$ cat src/rtl/uart_rx_sampler_if.sv
// uart_rx_sampler_if: groups the serial input, control inputs and sampler outputs of
// uart_rx_sampler into a single bundle.
//   RX_IN        serial line, synchronous to CLK
//   Prescale     oversampling ratio request (8, 16 or 32)
//   enable       runs the edge and bit counters
//   dat_samp_en  allows sample capture
//   edge_cnt     position within the current bit, 1..p_reg
//   bit_cnt      completed bit periods in the frame (saturating)
//   sampled_bit  majority-voted bit value
//   samp_valid   one-cycle pulse when sampled_bit updates
// master drives the line and controls; slave is the sampler itself.
interface uart_rx_sampler_if #(
    parameter int unsigned PRESCALE_W = 6,
    parameter int unsigned BIT_CNT_W  = 5
);
    logic                  RX_IN;
    logic [PRESCALE_W-1:0] Prescale;
    logic                  enable;
    logic                  dat_samp_en;
    logic [PRESCALE_W-1:0] edge_cnt;
    logic [BIT_CNT_W-1:0]  bit_cnt;
    logic                  sampled_bit;
    logic                  samp_valid;

    modport master (
        output RX_IN, Prescale, enable, dat_samp_en,
        input  edge_cnt, bit_cnt, sampled_bit, samp_valid
    );

    modport slave (
        input  RX_IN, Prescale, enable, dat_samp_en,
        output edge_cnt, bit_cnt, sampled_bit, samp_valid
    );
endinterface

$ cat src/rtl/uart_rx_sampler.sv
// uart_rx_sampler: oversampling bit-timing counter and 3-sample majority voter for a UART
// receiver.
//   CLK  single clock, rising edge
//   RST  asynchronous active-low reset
//   bus  uart_rx_sampler_if.slave (RX_IN, Prescale, enable, dat_samp_en in;
//        edge_cnt, bit_cnt, sampled_bit, samp_valid out)
// Prescale is latched on the rising edge of enable and held for the frame. Each bit spans
// edge_cnt 1..p_reg; samples are taken at the middle three positions.
module uart_rx_sampler #(
    parameter int unsigned PRESCALE_W = 6,
    parameter int unsigned BIT_CNT_W  = 5
) (
    input logic                 CLK,
    input logic                 RST,
    uart_rx_sampler_if.slave    bus
);
    localparam logic [PRESCALE_W-1:0] P8  = PRESCALE_W'(8);
    localparam logic [PRESCALE_W-1:0] P16 = PRESCALE_W'(16);
    localparam logic [PRESCALE_W-1:0] P32 = PRESCALE_W'(32);
    localparam logic [PRESCALE_W-1:0] One = PRESCALE_W'(1);

    logic                  r_en_q;
    logic [PRESCALE_W-1:0] r_p_reg;
    logic [PRESCALE_W-1:0] r_edge_cnt;
    logic [BIT_CNT_W-1:0]  r_bit_cnt;
    logic                  r_s0, r_s1, r_s2;
    logic                  r_sampled_bit;
    logic                  r_samp_valid;

    logic                  w_en_rise;
    logic                  w_p_legal;
    logic [PRESCALE_W-1:0] w_p_new;
    logic [PRESCALE_W-1:0] w_p_cur;
    logic [PRESCALE_W-1:0] w_half;
    logic                  w_wrap;
    logic                  w_cap;
    logic                  w_at_s0, w_at_s1, w_at_s2;
    logic                  w_majority;

    assign w_en_rise = bus.enable & ~r_en_q;
    assign w_p_legal = (bus.Prescale == P8) || (bus.Prescale == P16) || (bus.Prescale == P32);
    assign w_p_new   = w_p_legal ? bus.Prescale : P8;
    // p_reg only updates after the rising-edge cycle, so bypass the fresh value on that cycle.
    assign w_p_cur   = w_en_rise ? w_p_new : r_p_reg;
    assign w_half    = w_p_cur >> 1;
    assign w_wrap    = (r_edge_cnt == w_p_cur);

    // Capture is gated by enable so a sample pending when enable drops is discarded.
    assign w_cap     = bus.enable & bus.dat_samp_en;
    assign w_at_s0   = (r_edge_cnt == w_half - One);
    assign w_at_s1   = (r_edge_cnt == w_half);
    assign w_at_s2   = (r_edge_cnt == w_half + One);
    // Third vote uses the live line, not r_s2, so the result is ready one cycle earlier.
    assign w_majority = (r_s0 & r_s1) | (r_s0 & bus.RX_IN) | (r_s1 & bus.RX_IN);

    always_ff @(posedge CLK or negedge RST) begin
        if (!RST) begin
            r_en_q  <= 1'b0;
            r_p_reg <= P8;
        end else begin
            r_en_q <= bus.enable;
            if (w_en_rise) begin
                r_p_reg <= w_p_new;
            end
        end
    end

    always_ff @(posedge CLK or negedge RST) begin
        if (!RST) begin
            r_edge_cnt <= '0;
            r_bit_cnt  <= '0;
        end else if (!bus.enable) begin
            r_edge_cnt <= '0;
            r_bit_cnt  <= '0;
        end else if (w_wrap) begin
            r_edge_cnt <= One;
            if (!(&r_bit_cnt)) begin
                r_bit_cnt <= r_bit_cnt + 1'b1;
            end
        end else begin
            r_edge_cnt <= r_edge_cnt + One;
        end
    end

    always_ff @(posedge CLK or negedge RST) begin
        if (!RST) begin
            r_s0          <= 1'b1;
            r_s1          <= 1'b1;
            r_s2          <= 1'b1;
            r_sampled_bit <= 1'b1;
            r_samp_valid  <= 1'b0;
        end else begin
            r_samp_valid <= 1'b0;
            if (w_cap) begin
                if (w_at_s0) begin
                    r_s0 <= bus.RX_IN;
                end
                if (w_at_s1) begin
                    r_s1 <= bus.RX_IN;
                end
                if (w_at_s2) begin
                    r_s2          <= bus.RX_IN;
                    r_sampled_bit <= w_majority;
                    r_samp_valid  <= 1'b1;
                end
            end
        end
    end

    assign bus.edge_cnt    = r_edge_cnt;
    assign bus.bit_cnt     = r_bit_cnt;
    assign bus.sampled_bit = r_sampled_bit;
    assign bus.samp_valid  = r_samp_valid;
endmodule

$ cat src/flat_wrapper.sv
// flat-port wrapper written by rule: the top's interface ports become plain ports
module uart_rx_sampler_flat 
#(
    parameter int unsigned PRESCALE_W = 6,
    parameter int unsigned BIT_CNT_W  = 5
)
  (CLK, RST, bus_RX_IN, bus_Prescale, bus_enable, bus_dat_samp_en, bus_edge_cnt, bus_bit_cnt, bus_sampled_bit, bus_samp_valid);
  uart_rx_sampler_if #(.PRESCALE_W(PRESCALE_W), .BIT_CNT_W(BIT_CNT_W)) bus_i ();
  input logic CLK;
  input logic RST;
  input wire logic [$bits(bus_i.RX_IN)-1:0] bus_RX_IN;
  input wire logic [$bits(bus_i.Prescale)-1:0] bus_Prescale;
  input wire logic [$bits(bus_i.enable)-1:0] bus_enable;
  input wire logic [$bits(bus_i.dat_samp_en)-1:0] bus_dat_samp_en;
  output wire logic [$bits(bus_i.edge_cnt)-1:0] bus_edge_cnt;
  output wire logic [$bits(bus_i.bit_cnt)-1:0] bus_bit_cnt;
  output wire logic [$bits(bus_i.sampled_bit)-1:0] bus_sampled_bit;
  output wire logic [$bits(bus_i.samp_valid)-1:0] bus_samp_valid;
  assign bus_i.RX_IN = bus_RX_IN;
  assign bus_i.Prescale = bus_Prescale;
  assign bus_i.enable = bus_enable;
  assign bus_i.dat_samp_en = bus_dat_samp_en;
  assign bus_edge_cnt = bus_i.edge_cnt;
  assign bus_bit_cnt = bus_i.bit_cnt;
  assign bus_sampled_bit = bus_i.sampled_bit;
  assign bus_samp_valid = bus_i.samp_valid;
  uart_rx_sampler #(.PRESCALE_W(PRESCALE_W), .BIT_CNT_W(BIT_CNT_W)) u_core (.CLK(CLK), .RST(RST), .bus(bus_i));
endmodule
$ cat config.mk
export PLATFORM = sky130hd
export DESIGN_NAME = uart_rx_sampler_flat
export DESIGN_NICKNAME = d
export VERILOG_FILES = /design/src/rtl/uart_rx_sampler_if.sv /design/src/rtl/uart_rx_sampler.sv /design/src/flat_wrapper.sv
export SDC_FILE = /design/constraint.sdc
export NUM_CORES = 1
export LEC_CHECK = 0
export BUFFER_PORTS_ARGS = -buffer_cell sky130_fd_sc_hd__buf_2
export CORE_MARGIN = 3
export CORE_UTILIZATION = 55
export DETAILED_ROUTE_END_ITERATION = 8
export PLACE_DENSITY = 0.78
export SLEW_MARGIN = 20
export SYNTH_ARGS = -nofsm -noshare
export SYNTH_HDL_FRONTEND = slang
export SYNTH_SLANG_ARGS = --single-unit
$ cat constraint.sdc
create_clock -name CLK -period 2.8 [get_ports CLK]
set_input_delay 0.42 -clock CLK [delete_from_list [all_inputs] [get_ports CLK]]
set_output_delay 0.42 -clock CLK [all_outputs]
set_load 0.05 [all_outputs]
==> results of run 1 <==
[critical path: cells and delay by family, from the launching register on]
| family | cells | cell delay [ps] |
|---|---|---|
| fa+ha+maj | 1 | 220 |
| compound gates | 1 | 220 |
| simple gates | 3 | 790 |
| flops | 1 | 390 |
| xor+xnor | 1 | 220 |
| mux | 2 | 550 |
[metal layers]
metal	GRT usage	vias up
met5	0	-
met1	0.297	609
met2	0.356	53
met4	0.106	0
met3	0.0504	6
li1	-	615
[worst paths after layout]
path,startpoint,to,slack [ps],cells after the start
max,u_core.r_en_q,u_core.bus.sampled_bit,380,8
min,RST,u_core.bus.edge_cnt[0],30,1
max reg2reg,u_core.r_en_q,u_core.bus.sampled_bit,380,8
min reg2reg,u_core.bus.bit_cnt[3],u_core.bus.bit_cnt[3],580,2
max in group asynchronous,RST,u_core.r_s1,2390,1
min in group CLK,bus_RX_IN,u_core.r_s0,370,2
[synthesized netlist by cell type, types with 2 or more instances]
library cell | count | share of area
dfrtp_1 | 18 | 0.30
nor2_1 | 14 | 0.035
xnor2_1 | 12 | 0.070
nand2_1 | 10 | 0.025
inv_1 | 8 | 0.020
nand3_1 | 8 | 0.027
clkbuf_1 | 7 | 0.017
o21ai_0 | 6 | 0.020
xor2_1 | 6 | 0.035
a21oi_1 | 5 | 0.017
and2_1 | 4 | 0.017
dfstp_2 | 4 | 0.070
ha_1 | 4 | 0.033
nor4bb_1 | 4 | 0.027
or3_1 | 4 | 0.017
a31oi_1 | 3 | 0.012
mux2i_1 | 3 | 0.020
nand4_1 | 3 | 0.012
and3_1 | 2 | 0.0083
mux2_2 | 2 | 0.015
nand2b_1 | 2 | 0.0083
o21a_1 | 2 | 0.0099
o31ai_1 | 2 | 0.0099
o32ai_1 | 2 | 0.012
or4_1 | 2 | 0.0099
[power by group]
group	switching [W]	leakage [nW]	total, W	internal, W
logic	0.0000868	0.459	0.000141	0.0000539
clock network	0.000105	0.0279	0.000250	0.000145
registers	0.0000221	0.288	0.000369	0.000346
total	0.000214	0.775	0.000759	0.000545
[final cells by class]
type	count	area share
clock buffer	3	0.0134
clock inverter	1	0.0178
inverter	8	0.0178
multi-input combinational	120	0.518
sequential	22	0.329
tap	30	0.0223
timing repair buffer	26	0.0816
[through the flow]
stage | power [W] | utilization
after floorplan | 0.000470 | -
after global placement | 0.000508 | 0.642
after detailed placement | 0.000516 | 0.642
after CTS | 0.000766 | 0.663
after global routing | 0.000798 | 0.663
final | 0.000759 | 0.663
[placed cells by master (no fill, tap or decap), types with 3 or more instances in the layout]
cell,Yosys,final
or3_1,4,4
nand3_1,8,8
inv_1,8,8
buf_2,1,23
clkbuf_4,0,3
buf_4,1,3
nand2_1,10,10
nor4bb_1,4,4
a31oi_1,3,3
and2_1,4,4
nor2_1,14,14
dfrtp_1,18,18
mux2i_1,3,3
xnor2_1,12,12
o21ai_0,6,6
a21oi_1,5,5
nand4_1,3,3
ha_1,4,4
dfstp_2,4,4
xor2_1,6,6
[kinds of logic (layout without fill, tap and decap cells)]
group	after synthesis	count (layout)	synth area share
compound gates	30	30	0.152
xor+xnor	18	18	0.104
fa+ha+maj	5	5	0.0398
buf+inv	18	38	0.0531
flops	22	22	0.368
mux	6	6	0.0423
simple gates	61	61	0.240
==> results.yml, run 1 <==
global_routing:
  antenna_found_initial: 0
  grt_pass1_wl_um: 5860
  grt_max_degree: 23
  grt_overflow: 0
  grt_pass1_vias: 1307
  grt_usage: 0.227
cells_and_area:
  final_area_um2: 1690
  areaGrowthSynthToFinish_pct: 11.8
  nets: 196
  regArea_um2: 556
  fillCellCount: 219
  layout-drive-gt1-share: 0.228
  multi_input_area_um2: 873
  instances_no_fill: 210
  antennaDiodeCount: 0
floorplan:
  num_rows: 18
  initial_core_util: 0.593
  core_um2: 2540
  die_w_um: 58.4
  die_y_um: 58.4
  die_area_um2: 3410
  io_pins: 24
critical_path:
  path_max_fanout: 9
  critPathArrivalTime_ps: 2690
  max_stage_delay_ps: 390
  endpoint_kind: "flip-flop"
  crit_slowest_cell: "dfrtp_1"
  path_cells: "nand2b_1 > and2_1 > ha_1 > nand4_1 > xnor2_1 > mux2i_1 > o2111a_1 > mux2_2"
  cp.required_ps: 3070
  startpoint_type: "flip-flop"
  path_class: "flip-flop to flip-flop"
clocking:
  clk_latency_ps: 320
  numCtsBuffers: 3
  cts_tree: "built"
  clockRootBuffer: "clkbuf_4"
  cts_hold_buf: 0
  htree_levels: 1
  postCtsSetupBuffers: 0
  numClockSinks: 22
  cts_resized: 0
  clk_pin_slew_ps: 140
  cts.path.max_buffers: 2
synth:
  synth-edff-count: 0
  synth_top_flop_cell: "dfrtp_1"
  synth.distinct_cells: 48
  ys_warn_count: 0
  avgSynthCellArea_um2: 9.43
  synth_seq_cells: 22
  synth_area_um2: 1510
  ys_seq_area_frac: 0.368
  netlist_instances: 160
  synth-async-reset-ratio: 1.00
  mappedNetlistNets: 175
sta:
  period_share: 0.863
  whs_ps: 32.8
  min_period_ps: 2420
  setup_tns_ps: 0
  fmax_mhz: 414
  drv_slew: 0
  setup_slack_ps: 384
  worst_slew_pin_slew_ps: 494
  setup_viol: 0
  finClkSkew_ps: 16.4
  slew_headroom: 0.671
  rsz0062_at_grt: "no"
  hold_viol: 0
power_and_ir_drop:
  p_leak_nw: 0.775
  powerDensity_nw_per_um2: 450
  ir_drop_v: 0.000378
route:
  highest_layer: "met4"
  via_per_inst: 6.11
  wl_per_cell_um: 15.9
  drt-pass1-iter-count: 4
  final_antenna_net_count: 0
  met1_length_um: 1460
  met3WireLength_um: 256
  drt-total-wl_um: 3340
  via_count: 1283
  drtIter0Drc: 57
  route.detailed.drc: 0
  wl_met2_um: 1560
place:
  place_ws_ps: 291
  dp.cells: 206
  dp_hpwl_um: 2510
  gp_congestion: 0.888
  io_buffers: 23
  placed_area_um2: 1630
run:
  cap_violations: 0
worst_hold_path:
  worstHoldPathType: "input port to asynchronous set/reset pin"
status:
  status: "finished, final reports clean"
(Power assumes the default switching activity.)
==> run 2: changes to the inputs <==
- CORE_ASPECT_RATIO: unset -> 1.2
==> run 2 against run 1 <==
First-iteration DRC count is 61% lower. Global-route usage fell by 0.85 points. Critical path type unchanged. Final area is 0.74% lower. Largest cell class unchanged.
==> results.yml, run 2 (synthesized netlist as in run 1, its figures left out) <==
route:
  highest_layer: "met4"
  route.detailed.drc: 0
  met1_length_um: 1420
  met3WireLength_um: 75
  wl_per_cell_um: 15.4
  drtIter0Drc: 22
  wl_met2_um: 1720
  final_antenna_net_count: 0
  via_count: 1240
  drt-pass1-iter-count: 4
  via_per_inst: 5.82
  drt-total-wl_um: 3280
clocking:
  clockRootBuffer: "clkbuf_4"
  numCtsBuffers: 3
  cts_resized: 0
  htree_levels: 1
  numClockSinks: 22
  postCtsSetupBuffers: 0
  cts.path.max_buffers: 2
  clk_pin_slew_ps: 120
  clk_latency_ps: 310
  cts_tree: "built"
  cts_hold_buf: 0
critical_path:
  path_cells: "nor4bb_1 > a31oi_1 > o32ai_1 > nand3_1 > or4_1 > a21oi_1"
  critPathArrivalTime_ps: 2580
  r2r_cells: 6
  critPathBufInv: 0
  endpoint_kind: "flip-flop"
  path_class: "flip-flop to flip-flop"
  startpoint_type: "flip-flop"
  crit_family: "simple AND/OR/NAND/NOR gates"
  reg2reg_to: "u_core.bus.bit_cnt[3]"
  r2r_setup_slack_ps: 460
  r2r-start: "u_core.bus.edge_cnt[0]"
  max_stage_delay_ps: 650
  cp.required_ps: 3040
  path_max_fanout: 14
  crit_slowest_cell: "dfrtp_1"
sta:
  hold_viol: 0
  period_share: 0.835
  setup_viol: 0
  finClkSkew_ps: 1.87
  rsz0062_at_grt: "no"
  fmax_mhz: 428
  worst_slew_pin_slew_ps: 501
  setup_tns_ps: 0
  whs_ps: 57.7
  drv_slew: 0
  min_period_ps: 2340
  slew_headroom: 0.666
place:
  gp_congestion: 0.866
  dp.cells: 209
  io_buffers: 23
  dp_hpwl_um: 2550
floorplan:
  die_area_um2: 3410
  core_um2: 2580
  die_w_um: 53.8
  initial_core_util: 0.585
  io_pins: 24
  num_rows: 20
  die_y_um: 63.4
power_and_ir_drop:
  powerDensity_nw_per_um2: 408
  ir_drop_v: 0.000328
  p_leak_nw: 0.768
global_routing:
  grt_pass1_wl_um: 5490
  grt_overflow: 0
  antenna_found_initial: 0
  grt_pass1_vias: 1147
  grt_usage: 0.218
  grt_max_degree: 23
cells_and_area:
  most-common-layout-cells: "buf_2, dfrtp_1, nor2_1, xnor2_1, nand2_1"
  antennaDiodeCount: 0
  final_common_cell: "buf_2"
  layout-drive-gt1-share: 0.228
  fillCellCount: 230
  final_util: 0.650
  areaGrowthSynthToFinish_pct: 10.9
  instances_no_fill: 213
  nets: 196
worst_hold_path:
  worstHoldPathType: "input port to asynchronous set/reset pin"
status:
  status: "finished, final reports clean"
run:
  cap_violations: 0
run 2: cell types whose count changed in the layout (fill, tap and decap cells not counted):
cell,delta
bufinv_16,-1
clkbuf_8,+1
run 2: worst max-delay path by stage:
stage	startpoint	endpoint	slack (ps)	cells after the start
floorplan	u_core.bus.edge_cnt[0]	u_core.r_s0	500	7
global placement	bus_enable	u_core.bus.sampled_bit	390	9
detailed placement	bus_enable	u_core.r_s0	360	8
CTS	u_core.bus.edge_cnt[0]	u_core.bus.bit_cnt[3]	480	6
global route	u_core.bus.edge_cnt[0]	u_core.bus.bit_cnt[3]	230	6
finish	u_core.bus.edge_cnt[0]	u_core.bus.bit_cnt[3]	460	6
run 2: final cells by class:
| class | count | area [um2] | share of cell area |
|---|---|---|---|
| clock buffer | 4 | 36.3 | 0.0217 |
| inverter | 8 | 30.0 | 0.0179 |
| multi-input combinational | 120 | 873 | 0.522 |
| sequential | 22 | 556 | 0.332 |
| tap | 33 | 41.3 | 0.0247 |
| timing repair buffer | 26 | 138 | 0.0822 |
run 2: metal layers:
layer / global-route usage / vias up
met1: 0.269 / 602
met5: 0 / -
li1: - / 610
met4: 0.0895 / 0
met2: 0.373 / 22
met3: 0.0213 / 6
run 2: report_power, final:
part	switching (W)	internal (W)
registers	0.0000225	0.000346
clock network	0.0000956	0.0000794
logic	0.0000847	0.0000536
total	0.000203	0.000480
run 2: through the flow:
stage | setup WS (ps) | area (um2) | total power (W)
2_1_floorplan | 502 | 1510 | 0.000470
3_3_place_gp | 388 | 1640 | 0.000508
3_5_place_dp | 360 | 1640 | 0.000515
4_1_cts | 478 | 1670 | 0.000692
5_1_grt | 234 | 1670 | 0.000717
6_report | 462 | 1670 | 0.000682
